`config.mk`:
```
export PLATFORM = sky130hd
export DESIGN_NAME = reg_rdchan_arbiter_flat
export DESIGN_NICKNAME = d
export VERILOG_FILES = /design/src/rtl/reg_rdchan_arbiter_pkg.sv /design/src/rtl/reg_rdchan_arbiter_if.sv /design/src/rtl/reg_rdchan_arbiter_rr_pick.sv /design/src/rtl/reg_rdchan_arbiter.sv /design/src/flat_wrapper.sv
export SDC_FILE = /design/constraint.sdc
export NUM_CORES = 1
export LEC_CHECK = 0
export BUFFER_PORTS_ARGS = -buffer_cell sky130_fd_sc_hd__buf_2
export CAP_MARGIN = 20
export CORE_MARGIN = 2
export CORE_UTILIZATION = 37
export CTS_CLUSTER_SIZE = 20
export DETAILED_ROUTE_END_ITERATION = 10
export GPL_TIMING_DRIVEN = 0
export PLACE_DENSITY = 0.68
export SLEW_MARGIN = 20
export SYNTH_ARGS = -nofsm -noshare
export SYNTH_HDL_FRONTEND = slang
export SYNTH_SLANG_ARGS = --single-unit
```
`constraint.sdc`:
```
create_clock -name i_clk -period 4.1 [get_ports i_clk]
set_input_delay 0.41 -clock i_clk [delete_from_list [all_inputs] [get_ports i_clk]]
set_output_delay 0.41 -clock i_clk [all_outputs]
set_load 0.02 [all_outputs]
```
`src/rtl/reg_rdchan_arbiter_pkg.sv`:
```
// Shared types for the register read-channel arbiter: FSM state encoding and
// the helper that sizes requester index fields.
package reg_arb_pkg;

  typedef enum logic [1:0] {
    IDLE  = 2'd0,
    ISSUE = 2'd1,
    WAIT  = 2'd2,
    RESP  = 2'd3
  } arb_state_e;

  // A single requester still needs a 1-bit index field.
  function automatic int idx_width(input int n);
    return (n > 1) ? $clog2(n) : 1;
  endfunction

endpackage

```
`src/rtl/reg_rdchan_arbiter_if.sv`:
```
// Read-channel bundle: per-requester request/response side plus the shared
// downstream regbank read port. The arbiter connects through the slave modport.
interface reg_rdchan_if #(
  parameter int K_NREQ   = 4,
  parameter int K_DWIDTH = 8,
  parameter int K_AWIDTH = 16
);

  logic [K_NREQ*K_AWIDTH-1:0] req_addr;
  logic [K_NREQ-1:0]          req_read;
  logic [K_DWIDTH-1:0]        req_data;
  logic [K_NREQ-1:0]          req_valid;
  logic                       req_timeout;
  logic [K_AWIDTH-1:0]        slv_addr;
  logic                       slv_read;
  logic [K_DWIDTH-1:0]        slv_data;
  logic                       slv_valid;

  modport master (
    output req_addr, req_read, slv_data, slv_valid,
    input  req_data, req_valid, req_timeout, slv_addr, slv_read
  );

  modport slave (
    input  req_addr, req_read, slv_data, slv_valid,
    output req_data, req_valid, req_timeout, slv_addr, slv_read
  );

endinterface

```
`src/rtl/reg_rdchan_arbiter_rr_pick.sv`:
```
// Combinational round-robin picker: first set request at or above ptr, wrapping.
// Zero latency; no backpressure (pure function of req and ptr).
module rr_pick
  import reg_arb_pkg::*;
#(
  parameter int K_NREQ = 4,
  parameter int IW     = idx_width(K_NREQ)
) (
  input  logic [K_NREQ-1:0] req,
  input  logic [IW-1:0]     ptr,
  output logic              found,
  output logic [IW-1:0]     idx
);

  logic [IW-1:0] cand;

  // Walk offsets from farthest to nearest so the nearest match overwrites last.
  always_comb begin
    found = 1'b0;
    idx   = '0;
    cand  = '0;
    for (int i = K_NREQ - 1; i >= 0; i--) begin
      cand = IW'((int'(ptr) + i) % K_NREQ);
      if (req[cand]) begin
        found = 1'b1;
        idx   = cand;
      end
    end
  end

endmodule

```
`src/rtl/reg_rdchan_arbiter.sv`:
```
// Round-robin arbiter sharing one regbank read port among K_NREQ masters, one read in flight.
// Response 1 cycle after slave valid (min 4 cycles total); waiting masters hold read, timeout bounds a silent slave.
module reg_rdchan_arbiter
  import reg_arb_pkg::*;
#(
  parameter int                  K_NREQ    = 4,
  parameter int                  K_DWIDTH  = 8,
  parameter int                  K_AWIDTH  = 16,
  parameter int                  K_TIMEOUT = 15,
  parameter logic [K_DWIDTH-1:0] K_TO_DATA = '0
) (
  input  logic         i_clk,
  input  logic         i_rst_n,
  reg_rdchan_if.slave  bus,
  output logic         o_busy
);

  localparam int              IW       = idx_width(K_NREQ);
  localparam int              CW       = $clog2(K_TIMEOUT + 1);
  localparam logic [CW-1:0]   TO_LAST  = CW'(K_TIMEOUT - 1);
  localparam logic [IW-1:0]   LAST_REQ = IW'(K_NREQ - 1);

  arb_state_e          state, state_nxt;
  logic [IW-1:0]       ptr, grant, pick_idx;
  logic                pick_found;
  logic [K_AWIDTH-1:0] addr_q, pick_addr;
  logic [K_DWIDTH-1:0] data_q;
  logic                to_q;
  logic [CW-1:0]       cnt;
  logic                wait_done;

  rr_pick #(
    .K_NREQ (K_NREQ),
    .IW     (IW)
  ) u_pick (
    .req   (bus.req_read),
    .ptr   (ptr),
    .found (pick_found),
    .idx   (pick_idx)
  );

  always_comb begin
    pick_addr = '0;
    for (int r = 0; r < K_NREQ; r++) begin
      if (pick_idx == IW'(r)) pick_addr = bus.req_addr[r*K_AWIDTH +: K_AWIDTH];
    end
  end

  assign wait_done = bus.slv_valid || (cnt == TO_LAST);

  always_ff @(posedge i_clk) begin
    if (!i_rst_n) state <= IDLE;
    else          state <= state_nxt;
  end

  always_comb begin
    state_nxt = state;
    case (state)
      IDLE:    if (pick_found) state_nxt = ISSUE;
      ISSUE:   state_nxt = WAIT;
      WAIT:    if (wait_done) state_nxt = RESP;
      RESP:    state_nxt = IDLE;
      default: state_nxt = IDLE;
    endcase
  end

  // Slave valid beats the timeout when both land in the same WAIT cycle.
  always_ff @(posedge i_clk) begin
    if (!i_rst_n) begin
      ptr    <= '0;
      grant  <= '0;
      addr_q <= '0;
      data_q <= '0;
      to_q   <= 1'b0;
      cnt    <= '0;
    end else begin
      case (state)
        IDLE: begin
          if (pick_found) begin
            grant  <= pick_idx;
            addr_q <= pick_addr;
          end
        end
        ISSUE: begin
          cnt  <= '0;
          to_q <= 1'b0;
        end
        WAIT: begin
          cnt <= cnt + CW'(1);
          if (bus.slv_valid) begin
            data_q <= bus.slv_data;
            to_q   <= 1'b0;
          end else if (cnt == TO_LAST) begin
            data_q <= K_TO_DATA;
            to_q   <= 1'b1;
          end
        end
        RESP: begin
          ptr <= (grant == LAST_REQ) ? '0 : grant + IW'(1);
        end
        default: ;
      endcase
    end
  end

  always_comb begin
    bus.req_valid = '0;
    if (state == RESP) bus.req_valid[grant] = 1'b1;
    bus.req_timeout = (state == RESP) && to_q;
    bus.req_data    = data_q;
    bus.slv_read    = (state == ISSUE);
    bus.slv_addr    = addr_q;
    o_busy          = (state != IDLE);
  end

endmodule

```
`src/flat_wrapper.sv`:
```
// flat-port wrapper written by rule: the top's interface ports become plain ports
module reg_rdchan_arbiter_flat import reg_arb_pkg::*;
#(
  parameter int                  K_NREQ    = 4,
  parameter int                  K_DWIDTH  = 8,
  parameter int                  K_AWIDTH  = 16,
  parameter int                  K_TIMEOUT = 15,
  parameter logic [K_DWIDTH-1:0] K_TO_DATA = '0
)
  (i_clk, i_rst_n, o_busy, bus_req_addr, bus_req_read, bus_slv_data, bus_slv_valid, bus_req_data, bus_req_valid, bus_req_timeout, bus_slv_addr, bus_slv_read);
  reg_rdchan_if #(.K_NREQ(K_NREQ), .K_DWIDTH(K_DWIDTH), .K_AWIDTH(K_AWIDTH)) bus_i ();
  input  logic i_clk;
  input  logic i_rst_n;
  output logic o_busy;
  input wire logic [$bits(bus_i.req_addr)-1:0] bus_req_addr;
  input wire logic [$bits(bus_i.req_read)-1:0] bus_req_read;
  input wire logic [$bits(bus_i.slv_data)-1:0] bus_slv_data;
  input wire logic [$bits(bus_i.slv_valid)-1:0] bus_slv_valid;
  output wire logic [$bits(bus_i.req_data)-1:0] bus_req_data;
  output wire logic [$bits(bus_i.req_valid)-1:0] bus_req_valid;
  output wire logic [$bits(bus_i.req_timeout)-1:0] bus_req_timeout;
  output wire logic [$bits(bus_i.slv_addr)-1:0] bus_slv_addr;
  output wire logic [$bits(bus_i.slv_read)-1:0] bus_slv_read;
  assign bus_i.req_addr = bus_req_addr;
  assign bus_i.req_read = bus_req_read;
  assign bus_i.slv_data = bus_slv_data;
  assign bus_i.slv_valid = bus_slv_valid;
  assign bus_req_data = bus_i.req_data;
  assign bus_req_valid = bus_i.req_valid;
  assign bus_req_timeout = bus_i.req_timeout;
  assign bus_slv_addr = bus_i.slv_addr;
  assign bus_slv_read = bus_i.slv_read;
  reg_rdchan_arbiter #(.K_NREQ(K_NREQ), .K_DWIDTH(K_DWIDTH), .K_AWIDTH(K_AWIDTH), .K_TIMEOUT(K_TIMEOUT), .K_TO_DATA(K_TO_DATA)) u_core (.i_clk(i_clk), .i_rst_n(i_rst_n), .bus(bus_i), .o_busy(o_busy));
endmodule
```
Word level (Yosys, flattened, before mapping)

Index checks and enable logic that the tools add are counted.

Add/subtract/negate cells: 5
Order comparisons: 6
Equal/unequal tests: 11
Mux-type cells: 33
Reduce and logical (&&, ||, !) cells: 12

Operator list:

| cell                                                                                 | count |
|---|---|
| 16-bit 2-to-1 mux                                                                    | 4 |
| 8-bit 2-to-1 mux                                                                     | 2 |
| 2-bit by 3-bit < comparator with 1-bit output (second input constant)                | 5 |
| 2-bit 2-to-1 mux                                                                     | 7 |
| 1-bit 2-to-1 mux                                                                     | 11 |
| 2-bit == test (second input constant)                                                | 5 |
| 1-bit binary-select mux with 2-bit select                                            | 4 |
| 2-bit one-hot mux with 4 select lines                                                | 1 |
| 4-bit one-hot mux with 2 select lines                                                | 1 |
| 2-bit AND reduction                                                                  | 4 |
| 2-bit nonzero test                                                                   | 3 |
| 2-bit by 1-bit adder with 2-bit output (second input constant)                       | 2 |
| 2-bit adder (second input constant)                                                  | 2 |
| 4-bit by 1-bit adder with 4-bit output (second input constant)                       | 1 |
| 2-bit by 1-bit == test with 1-bit output (second input constant)                     | 2 |
| 4-bit == test (second input constant)                                                | 1 |
| 2-bit zero test                                                                      | 2 |
| 4-bit 2-to-1 mux                                                                     | 1 |
| 2-bit by 1-bit inequality test with 1-bit output (second input constant)             | 2 |
| 3-bit by 2-bit inequality test with 1-bit output (second input constant)             | 1 |
| 1-bit demux with 2-bit select                                                        | 1 |
| 2-bit by 1-bit greater-or-equal comparator with 1-bit output (second input constant) | 1 |
| 1-bit logical AND                                                                    | 2 |
| 1-bit one-hot mux with 2 select lines                                                | 1 |
| 1-bit logical OR                                                                     | 1 |

Bits in registers: 35
Word-level logic and storage cells: 74

Depth between registers and ports, before layout

Gate-level depths: netlist of the first run.

Depth in word-level cells: 12
Gate-level depth with buffers: 8
Depth with buffers taken out: 6

Hierarchy

From an unflattened synthesis of the first run, not the netlist that was laid out.

Cell total of the unflattened synthesis: 220
Area total of the unflattened synthesis: 2053.2 µm²

Modules (own cells, without submodules):

| module             | instances | cells an instance | area an instance (µm²) | seq. area each (µm²) |
|---|---|---|---|---|
| reg_rdchan_arbiter | 1         | 207               | 1975.6                 | 700.7 |
| rr_pick            | 1         | 13                | 77.6                   | 0.0 |

Worst setup path before layout of the first run

OpenSTA, ideal clock, no wires.

Path kind: flip-flop to flip-flop
From: register u_core.state[0]
To: register u_core.addr_q[15], in the netlist u_core.bus.slv_addr[15]
Setup time: 79 ps
Arrival time: 1499 ps
Setup slack: 2522 ps
Cell stages (with the launch flop): 8
Path buffers: 1
Period minus slack after synthesis: 1578 ps
Cells stage by stage: dfxtp_1 inv_1 ha_1 inv_1 nor2_1 nand3b_4 buf_6 o221ai_2

Cells in the longest elaborated chain, start to end: 2

RTL lines:

| item                          | RTL line                 | source |
|---|---|---|
| start, declared               | reg_rdchan_arbiter.sv:23 | `arb_state_e state, state_nxt;` |
| start signal, assigned        | reg_rdchan_arbiter.sv:53 | `else state <= state_nxt;` |
| 2-bit zero test               | reg_rdchan_arbiter.sv:77 | `case (state)` |
| 2-bit AND reduction (no line) | -                        |  |
| end signal, assigned          | reg_rdchan_arbiter.sv:81 | `addr_q <= pick_addr;` |
| end, declared                 | reg_rdchan_arbiter.sv:26 | `logic [K_AWIDTH-1:0] addr_q, pick_addr;` |

No other way between the ends.
A chain may end at the register's enable or synchronous reset.

Worst setup path after layout of the first run

From: register u_core.state[0]
To: register u_core.addr_q[14], in the netlist u_core.bus.slv_addr[14]

The elaborated chain is that of the path after synthesis.

==> reports/metrics.cfg, run 1 <==
[drt]
routed_wl_microns = 5110
firstDrtPassIters = 4
drc_errors = 0
ant_nets = 0
num_vias = 1923
wire_per_inst_microns = 12.8
drt-vias-per-instance = 4.83
drt_iter0_markers = 60

[layout]
antennaDiodeCount = 0
finalNonFillerCells = 398
final_nets = 415
syn_to_final_growth_pct = 35.0
fin_area_sq_mm = 0.00279
layout-drive-gt1-share_pct = 42.9

[place]
pre_cts_slack_ns = 2.20
place_congestion = 0.761
io_buffers = 108
dp.cells = 390
place_hpwl_microns = 4030
placedInstanceArea_sq_mm = 0.00270

[clocking]
ctsHoldBuffers = 0
root_buffer = clkbuf_8
numCtsBuffers = 5
cts_tree = built
clock_path_buffers = 2
clkTransAtPathRegs_ns = 0.08
cts.sinks = 35
worstSkewPairLatency_ns = 0.28
cts_setup_buffers = 0
h-tree-depth = 2
post_cts_resized = 0

[die]
dieArea_sq_mm = 0.00620
die_w_microns = 78.8
io_pins = 110
start_util_pct = 38.0
coreArea_sq_mm = 0.00544
num_rows = 27
die_h_microns = 78.8

[timing]
setup_ws_ns = 2.35
relSlewSlack_pct = 58.4
setup_viol = 0
clock_skew_ns = 0.00786
rsz0062_at_grt = no
drv_slew = 0
fmax_ghz = 0.571
tns_ns = 0
min_period_over_period_pct = 42.7
hold_viol = 0
min_period_ns = 1.75
tightest_slew_ns = 0.620

[worst_setup_path]
cp_max_fo = 10
crit_path_end_kind = register
path_class = register to register
cp-start-kind = register
crit_required_ns = 4.30
critPathArrivalTime_ns = 1.96

[yosys]
syn_nets = 300
synth_edf_count = 0
synthTopCellsByArea = dfxtp_1 (34%), mux2i_1 (17%), o221ai_2 (8.0%)
synth.avg_cell_area_sq_um = 9.85
yosysTopAreaCell = dfxtp_1
synth_top_area_share_pct = 33.9
synth_async_sr_flop_share_pct = 0
ys.flop_type = dfxtp_1
synth_common_cells = mux2i_1 (36), dfxtp_1 (35), nand2_1 (26)
ys_seq_elements = 35
syn-instance-count = 210
synth.distinct_cells = 33
yosysSeqAreaShare_pct = 33.9
synth_area_sq_mm = 0.00207
synth.most_common_cell = mux2i_1
yosys_warnings = 0

[power]
p_int_w = 0.000786
power_w = 0.00132
p_leak_nw = 1.27
p_sw_share_pct = 40.3
seqPwrFrac_pct = 35.2
pwr-share-comb_pct = 45.3
pwr_density_cell_mw_per_mm2 = 472
pwr-share-clk_pct = 19.5
ir_drop_v = 0.000205
power_switching_w = 0.000531

[global_routing]
grt_pass1_vias = 1832
grt_max_degree = 14
overflow = 0
grt_pass1_wl_microns = 8360
antenna_found_initial = 0
grt.total_usage_pct = 16.7

[min_path]
hold_class = primary input to register

[flow_run]
maxCapViolCount = 0

[run_status]
status = completed

-- worst paths after layout --
kind                                             start                      end  slack, ns  cells past startpoint
worst max register to register         u_core.state[0]  u_core.bus.slv_addr[14]       2.35                      7
worst min-delay path                   bus_slv_data[7]   u_core.bus.req_data[7]       0.39                      3
worst min register to register  u_core.bus.slv_addr[0]   u_core.bus.slv_addr[0]       0.46                      2
worst max-delay path                   u_core.state[0]  u_core.bus.slv_addr[14]       2.35                      7
-- sequential cells by signal, summed over array words and instances, names as in the netlist --
| signal | count |
|---|---|
| u_core.to_q | 1 |
| u_core.cnt | 4 |
| u_core.bus.slv_addr | 16 |
| u_core.ptr | 2 |
| u_core.state | 2 |
| u_core.grant | 2 |
| u_core.bus.req_data | 8 |
-- metal layers --
metal | vias up | global-route usage [%] | routed length (microns)
met2 | 51 | 30.0 | 2580
met1 | 891 | 20.3 | 2260
met3 | 2 | 3.75 | 238
li1 | 979 | - | -
met4 | 0 | 3.68 | 36
met5 | - | 0 | 0
-- cell families (layout without fill, tap and decap cells) --
| logic type | count (synthesis) | in the layout | share of synthesized area, % |
|---|---|---|---|
| multiplexers | 36 | 36 | 17.4 |
| AND/OR/NAND/NOR | 67 | 67 | 17.1 |
| buffers and inverters | 21 | 137 | 6.35 |
| AO/OA/AOI/OAI | 40 | 40 | 18.6 |
| adder cells (fa/ha/maj) | 11 | 11 | 6.65 |
| flip-flops | 35 | 35 | 33.9 |
-- cell type report --
class,count,area [sq um]
flip-flops and latches,35,701
well taps,72,90.1
repair buffers,108,541
fillers,525,2650
clock buffers,5,68.8
inverters,10,37.5
plain buffers,11,93.8
clock inverters,3,23.8
multi-input cells,154,1240
-- power groups by stage --
stage / Sequential [W] / Combinational [W] / Clock (W)
after floorplan: 0.000539 / 0.000354 / 0
after global placement: 0.000467 / 0.000600 / 0
after detailed placement: 0.000469 / 0.000605 / 0
after CTS: 0.000463 / 0.000606 / 0.000269
after global routing: 0.000475 / 0.000660 / 0.000282
final: 0.000463 / 0.000597 / 0.000257
-- per-stage QoR --
stage	hold slack, ns	util [%]
after global placement	0.437	49.6
final	0.394	51.3
after CTS	0.386	51.3
after floorplan	0.429	-
after detailed placement	0.444	49.6
after global routing	0.409	51.3
-- cells in the final DEF (no fill, tap or decap), drive strengths merged --
cell | synthesis | layout
buf | 9 | 117
mux2i | 36 | 36
dfxtp | 35 | 35
nand2 | 26 | 26
o221ai | 16 | 16
nor2b | 12 | 12
ha | 11 | 11
inv | 10 | 11
nor2 | 9 | 9
a22oi | 8 | 8
a21oi | 8 | 8
and2 | 7 | 7
clkbuf | 2 | 7
o21ai | 3 | 3
nand3 | 3 | 3
nor3b | 2 | 2
nand2b | 2 | 2
a21boi | 2 | 2
clkinvlp | 0 | 2
nor3 | 2 | 2
nand3b | 2 | 2
nor4 | 1 | 1
and3 | 1 | 1
o31a | 1 | 1
a211oi | 1 | 1
a2bb2oi | 1 | 1
-- worst max-delay path: stages (launching register included) --
cell and delay (ns):
dfxtp_1 0.35, inv_1 0.12, ha_1 0.19, inv_1 0.06, nor2_1 0.33, nand3_2 0.26, buf_6 0.23, o221ai_2 0.13
Power figures use the tool's default switching activity.
==> run 2, diff against run 1 <==
Settings changed: PLACE_DENSITY 0.68 to 0.71.
Clock period 4.1 ns to 1.5 ns, I/O delays scaled along.
==> run 2 against run 1 <==
The flow now finishes with violations (negative setup slack). Cell count increased by 4.5%. Register-to-register slack got worse by 2.4 ns. Clock skew is 0.0014 ns higher. Die area did not move. Via count up 7.2%. Sequential cell count unchanged. Total power increased to 3.1 times the previous value. Clock power grew to 2.6 times the previous value. Non-clock buffer count rose by 18. Sequential share of layout area decreased by 3.8 points. Hold slack worse by 0.25 ns. Largest cell class unchanged.
==> reports/metrics.cfg, run 2 (same netlist as run 1, synthesis figures left out) <==
[die]
coreArea_sq_mm = 0.00544
dieArea_sq_mm = 0.00620
start_util_pct = 38.0
die_w_microns = 78.8
die_h_microns = 78.8
num_rows = 27
io_pins = 110

[timing]
tightest_slew_ns = 0.455
hold_viol = 0
setup_ws_ns = -0.0526
drv_slew = 0
min_period_over_period_pct = 104
relSlewSlack_pct = 69.4
clock_skew_ns = 0.00927
rsz0062_at_grt = yes
hold_slack_ns = 0.141
setup_viol = 16
tns_ns = -0.415
fmax_ghz = 0.644
min_period_ns = 1.55

[layout]
layout_commonest_cell = buf_2
final_nets = 433
antennaDiodeCount = 0
layout-drive-gt1-share_pct = 57.8
utilization_pct = 61.1
fill_cells = 464
syn_to_final_growth_pct = 60.6
layout_common_cells = buf_2 (108), dfxtp_1 (31), nand2_1 (25)
largest_reg_flops = 16

[drt]
firstDrtPassIters = 4
num_vias = 2062
drc_errors = 0
routed_wl_microns = 6300
drt-vias-per-instance = 4.96
wire_per_inst_microns = 15.2
ant_nets = 0
drt_iter0_markers = 54

[place]
pre_cts_slack_ns = -0.223
place_congestion = 0.744
io_buffers = 108
place_hpwl_microns = 4050

[power]
pwr-share-clk_pct = 16.0
p_sw_share_pct = 39.2
p_leak_nw = 1.46
power_switching_w = 0.00162
pwr-share-comb_pct = 52.8
ir_drop_v = 0.000847
p_int_w = 0.00251
pwr_density_cell_mw_per_mm2 = 1240
seqPwrFrac_pct = 31.2

[min_path]
holdPathStages = 3
hold_class = primary input to register

[global_routing]
overflow = 0
grt_pass1_wl_microns = 9050
antenna_found_initial = 0
grt.total_usage_pct = 18.1
grt_pass1_vias = 1920
grt_max_degree = 11

[run_status]
failed_checks = negative setup slack
status = finished with violations

[worst_setup_path]
crit_required_ns = 1.66
path_delay_family = flip-flops
cp-start-kind = register
path_cells = nand2_2, nand3b_1, a2bb2oi_4, buf_4, buf_16, mux2i_2, o221ai_2
cp.depth = 7
crit_path_end_kind = register
slowest_delay_ns = 0.36
critPathArrivalTime_ns = 1.71
path_class = register to register
r2r_cells = 7
crit_slowest_cell = dfxtp_4
cp_max_fo = 5
critical_path_buf_inv_count = 2

[clocking]
h-tree-depth = 2
cts_tree = built
numCtsBuffers = 5
cts.sinks = 35
worstSkewPairLatency_ns = 0.28
clock_path_buffers = 2
ctsHoldBuffers = 0
clkTransAtPathRegs_ns = 0.08
root_buffer = clkbuf_8

[flow_run]
maxCapViolCount = 0

==> run 2: changes by cell type in the layout (fill, tap and decap cells not counted), sizes merged <==
cell and change:
buf +18, clkbuf +2, clkinv +1, clkinvlp -2
inv -1
==> run 2: power groups by stage <==
stage          Combinational [W]  Sequential [W]  Clock [W]
6_report                 0.00218         0.00129   0.000659
5_1_grt                  0.00233         0.00131   0.000721
4_1_cts                  0.00194         0.00126   0.000668
3_5_place_dp             0.00167         0.00128          0
3_3_place_gp             0.00165         0.00128          0
2_1_floorplan           0.000973         0.00147          0
==> run 2: timing repair <==
item	CTS	global route
pin swaps	5	3
buffers inserted	14	3
setup endpoints to repair	26	35
gates cloned	3	1
gates resized for setup	30	43
==> run 2: layout make-up <==
type | count | area [sq um] | share of cell area [%]
inverter | 10 | 37.5 | 1.13
buffer | 9 | 134 | 4.03
tap | 72 | 90.1 | 2.71
clock buffer | 7 | 76.3 | 2.30
sequential | 35 | 708 | 21.3
timing repair buffer | 128 | 792 | 23.8
clock inverter | 1 | 5.00 | 0.151
multi-input combinational | 154 | 1480 | 44.5
==> run 2: worst paths after layout <==
path                           start                      end  slack [ns]
max reg2reg            u_core.ptr[1]   u_core.bus.slv_addr[2]       -0.05
min reg2reg  u_core.bus.slv_addr[11]  u_core.bus.slv_addr[11]        0.46
max                    u_core.ptr[1]   u_core.bus.slv_addr[2]       -0.05
min                  bus_slv_data[5]   u_core.bus.req_data[5]        0.14
==> run 2: worst register-to-register path, delay by kind of cell, from the launching register on <==
family          cells  cell delay (ns)
compound gates      2             0.37
flops               1             0.36
buf+inv             2             0.30
mux                 1             0.24
simple gates        2             0.18
==> run 2: metal layers <==
| layer | wire [microns] | track usage, % |
|---|---|---|
| met1 | 2650 | 22.6 |
| met2 | 3290 | 31.9 |
| met3 | 312 | 3.64 |
| met4 | 48 | 4.74 |
| met5 | 0 | 0 |
==> run 2: per-stage QoR <==
step,instance area (sq um),total power (W),instances
3_3_place_gp,2700,0.00293,390
4_1_cts,3090,0.00388,413
3_5_place_dp,2700,0.00296,390
5_1_grt,3320,0.00437,416
6_report,3320,0.00412,416
2_1_floorplan,2070,0.00245,210
==> run 3, diff against run 2 <==
Settings changed: REMOVE_ABC_BUFFERS set to 1.
==> run 3 against run 2 <==
The run still ends with negative setup slack left. Critical endpoint is now u_core.bus.slv_addr[7]. Sequential cell count is the same. Sequential power is essentially flat. Total power fell by 0.59%.
==> reports/metrics.cfg, run 3 (same netlist as run 1, synthesis figures left out) <==
[run_status]
failed_checks = negative setup slack
status = finished with violations

[layout]
layout-drive-gt1-share_pct = 58.4
antennaDiodeCount = 0
layout_commonest_cell = buf_2
utilization_pct = 60.0
syn_to_final_growth_pct = 57.9
largest_reg_flops = 16
layout_common_cells = buf_2 (109), dfxtp_1 (30), nand2_1 (25)
fill_cells = 464
final_nets = 423

[clocking]
numCtsBuffers = 5
worstSkewPairLatency_ns = 0.27
ctsHoldBuffers = 0
cts.sinks = 35
clkTransAtPathRegs_ns = 0.07
clock_path_buffers = 2
cts_tree = built
root_buffer = clkbuf_8
h-tree-depth = 2

[drt]
drt-vias-per-instance = 4.94
drc_errors = 0
routed_wl_microns = 6140
ant_nets = 0
firstDrtPassIters = 4
wire_per_inst_microns = 15.1
drt_iter0_markers = 56
num_vias = 2006

[power]
p_leak_nw = 1.42
pwr_density_cell_mw_per_mm2 = 1250
power_w = 0.00410
ir_drop_v = 0.000503

[worst_setup_path]
critPathArrivalTime_ns = 1.71
slowest_delay_ns = 0.33
path_cells = inv_1, a21oi_2, a2bb2oi_4, buf_6, clkbuf_16, mux2i_2, o221ai_2
cp_max_fo = 5
cp-start-kind = register
startpoint = u_core.ptr[0]
crit_required_ns = 1.66
endpoint = u_core.bus.slv_addr[7]
crit_path_end_kind = register
rrSetupSlack_ns = -0.05
r2r_cells = 7
path_class = register to register
crit_slowest_cell = dfxtp_2
worstReg2RegStart = u_core.ptr[0]
r2r_end = u_core.bus.slv_addr[7]

[timing]
setup_ws_ns = -0.0470
hold_viol = 0
min_period_ns = 1.55
fmax_ghz = 0.646
tightest_slew_ns = 0.509
relSlewSlack_pct = 65.8
rsz0062_at_grt = yes
clock_skew_ns = 0.00348
drv_slew = 0
min_period_over_period_pct = 103
hold_slack_ns = 0.151
setup_viol = 15

[die]
start_util_pct = 38.0
die_w_microns = 78.8
die_h_microns = 78.8
dieArea_sq_mm = 0.00620
num_rows = 27
io_pins = 110
coreArea_sq_mm = 0.00544

[global_routing]
antenna_found_initial = 0
grt_pass1_vias = 1863
grt_max_degree = 21
overflow = 0
grt.total_usage_pct = 18.1
grt_pass1_wl_microns = 8830

[place]
place_hpwl_microns = 3730
io_buffers = 109
place_congestion = 0.734

[min_path]
hold_class = primary input to register
hp-start = bus_slv_data[6]

[flow_run]
maxCapViolCount = 0

run 3: cell count changes in the layout (fill, tap and decap cells not counted), sizes merged:
cell / delta
buf: -11
clkbuf: +1
clkinv: -1
nand3b: +1
run 3: repair_timing:
item | 4_1_cts | 5_1_grt
cloned | 3 | 2
resized for setup | 31 | 41
buffers inserted | 13 | 1
setup endpoints to repair | 26 | 34
pin swaps | 10 | 7
run 3: power by group:
part	switching [W]	total (W)	leakage, nW	internal, W
clock network	0.000320	0.000739	0.0515	0.000419
logic	0.00113	0.00207	1.08	0.000943
registers	0.000137	0.00128	0.289	0.00115
total	0.00159	0.00410	1.42	0.00251
run 3: metal layers:
| metal | global-route usage, % | wire length (microns) | up-vias |
|---|---|---|---|
| met5 | 0 | 0 | - |
| met3 | 4.20 | 295 | 2 |
| met1 | 23.1 | 2520 | 933 |
| met4 | 5.26 | 17 | 0 |
| li1 | - | - | 1008 |
| met2 | 30.3 | 3300 | 63 |
run 3: layout make-up:
class	instances	area [sq um]	area share, %
sequential	35	709	21.7
tap	72	90.1	2.76
timing repair buffer	126	810	24.8
inverter	10	37.5	1.15
multi-input combinational	155	1520	46.5
clock buffer	8	100	3.07
run 3: how the worst min path moves through the flow:
| stage | endpoint | slack (ns) | cells past startpoint |
|---|---|---|---|
| 6_report | u_core.bus.req_data[6] | 0.15 | 3 |
| 5_1_grt | u_core.bus.slv_addr[15] | 0.15 | 3 |
| 4_1_cts | u_core.bus.req_data[6] | 0.14 | 3 |
| 3_5_place_dp | u_core.bus.req_data[6] | 0.43 | 3 |
| 3_3_place_gp | u_core.bus.req_data[7] | 0.43 | 3 |
| 2_1_floorplan | u_core.to_q | 0.27 | 2 |
run 3: worst max-delay path, delay by kind of cell, from the launching register on:
| kind | cells | cell delay, ns |
|---|---|---|
| AO/OA/AOI/OAI | 3 | 0.49 |
| buffers and inverters | 3 | 0.37 |
| flip-flops | 1 | 0.33 |
| multiplexers | 1 | 0.23 |
run 3: metrics by stage:
step / std cells / worst slack [ns] / cell area [sq um] / TNS, ns
after floorplan: 199 / -0.433 / 1970 / -6.98
final: 406 / -0.0470 / 3270 / -0.389
after CTS: 405 / -0.0528 / 3040 / -0.440
after global placement: 380 / -0.716 / 2610 / -12.95
after global routing: 406 / -0.104 / 3270 / -1.38
after detailed placement: 381 / -0.465 / 2640 / -8.41
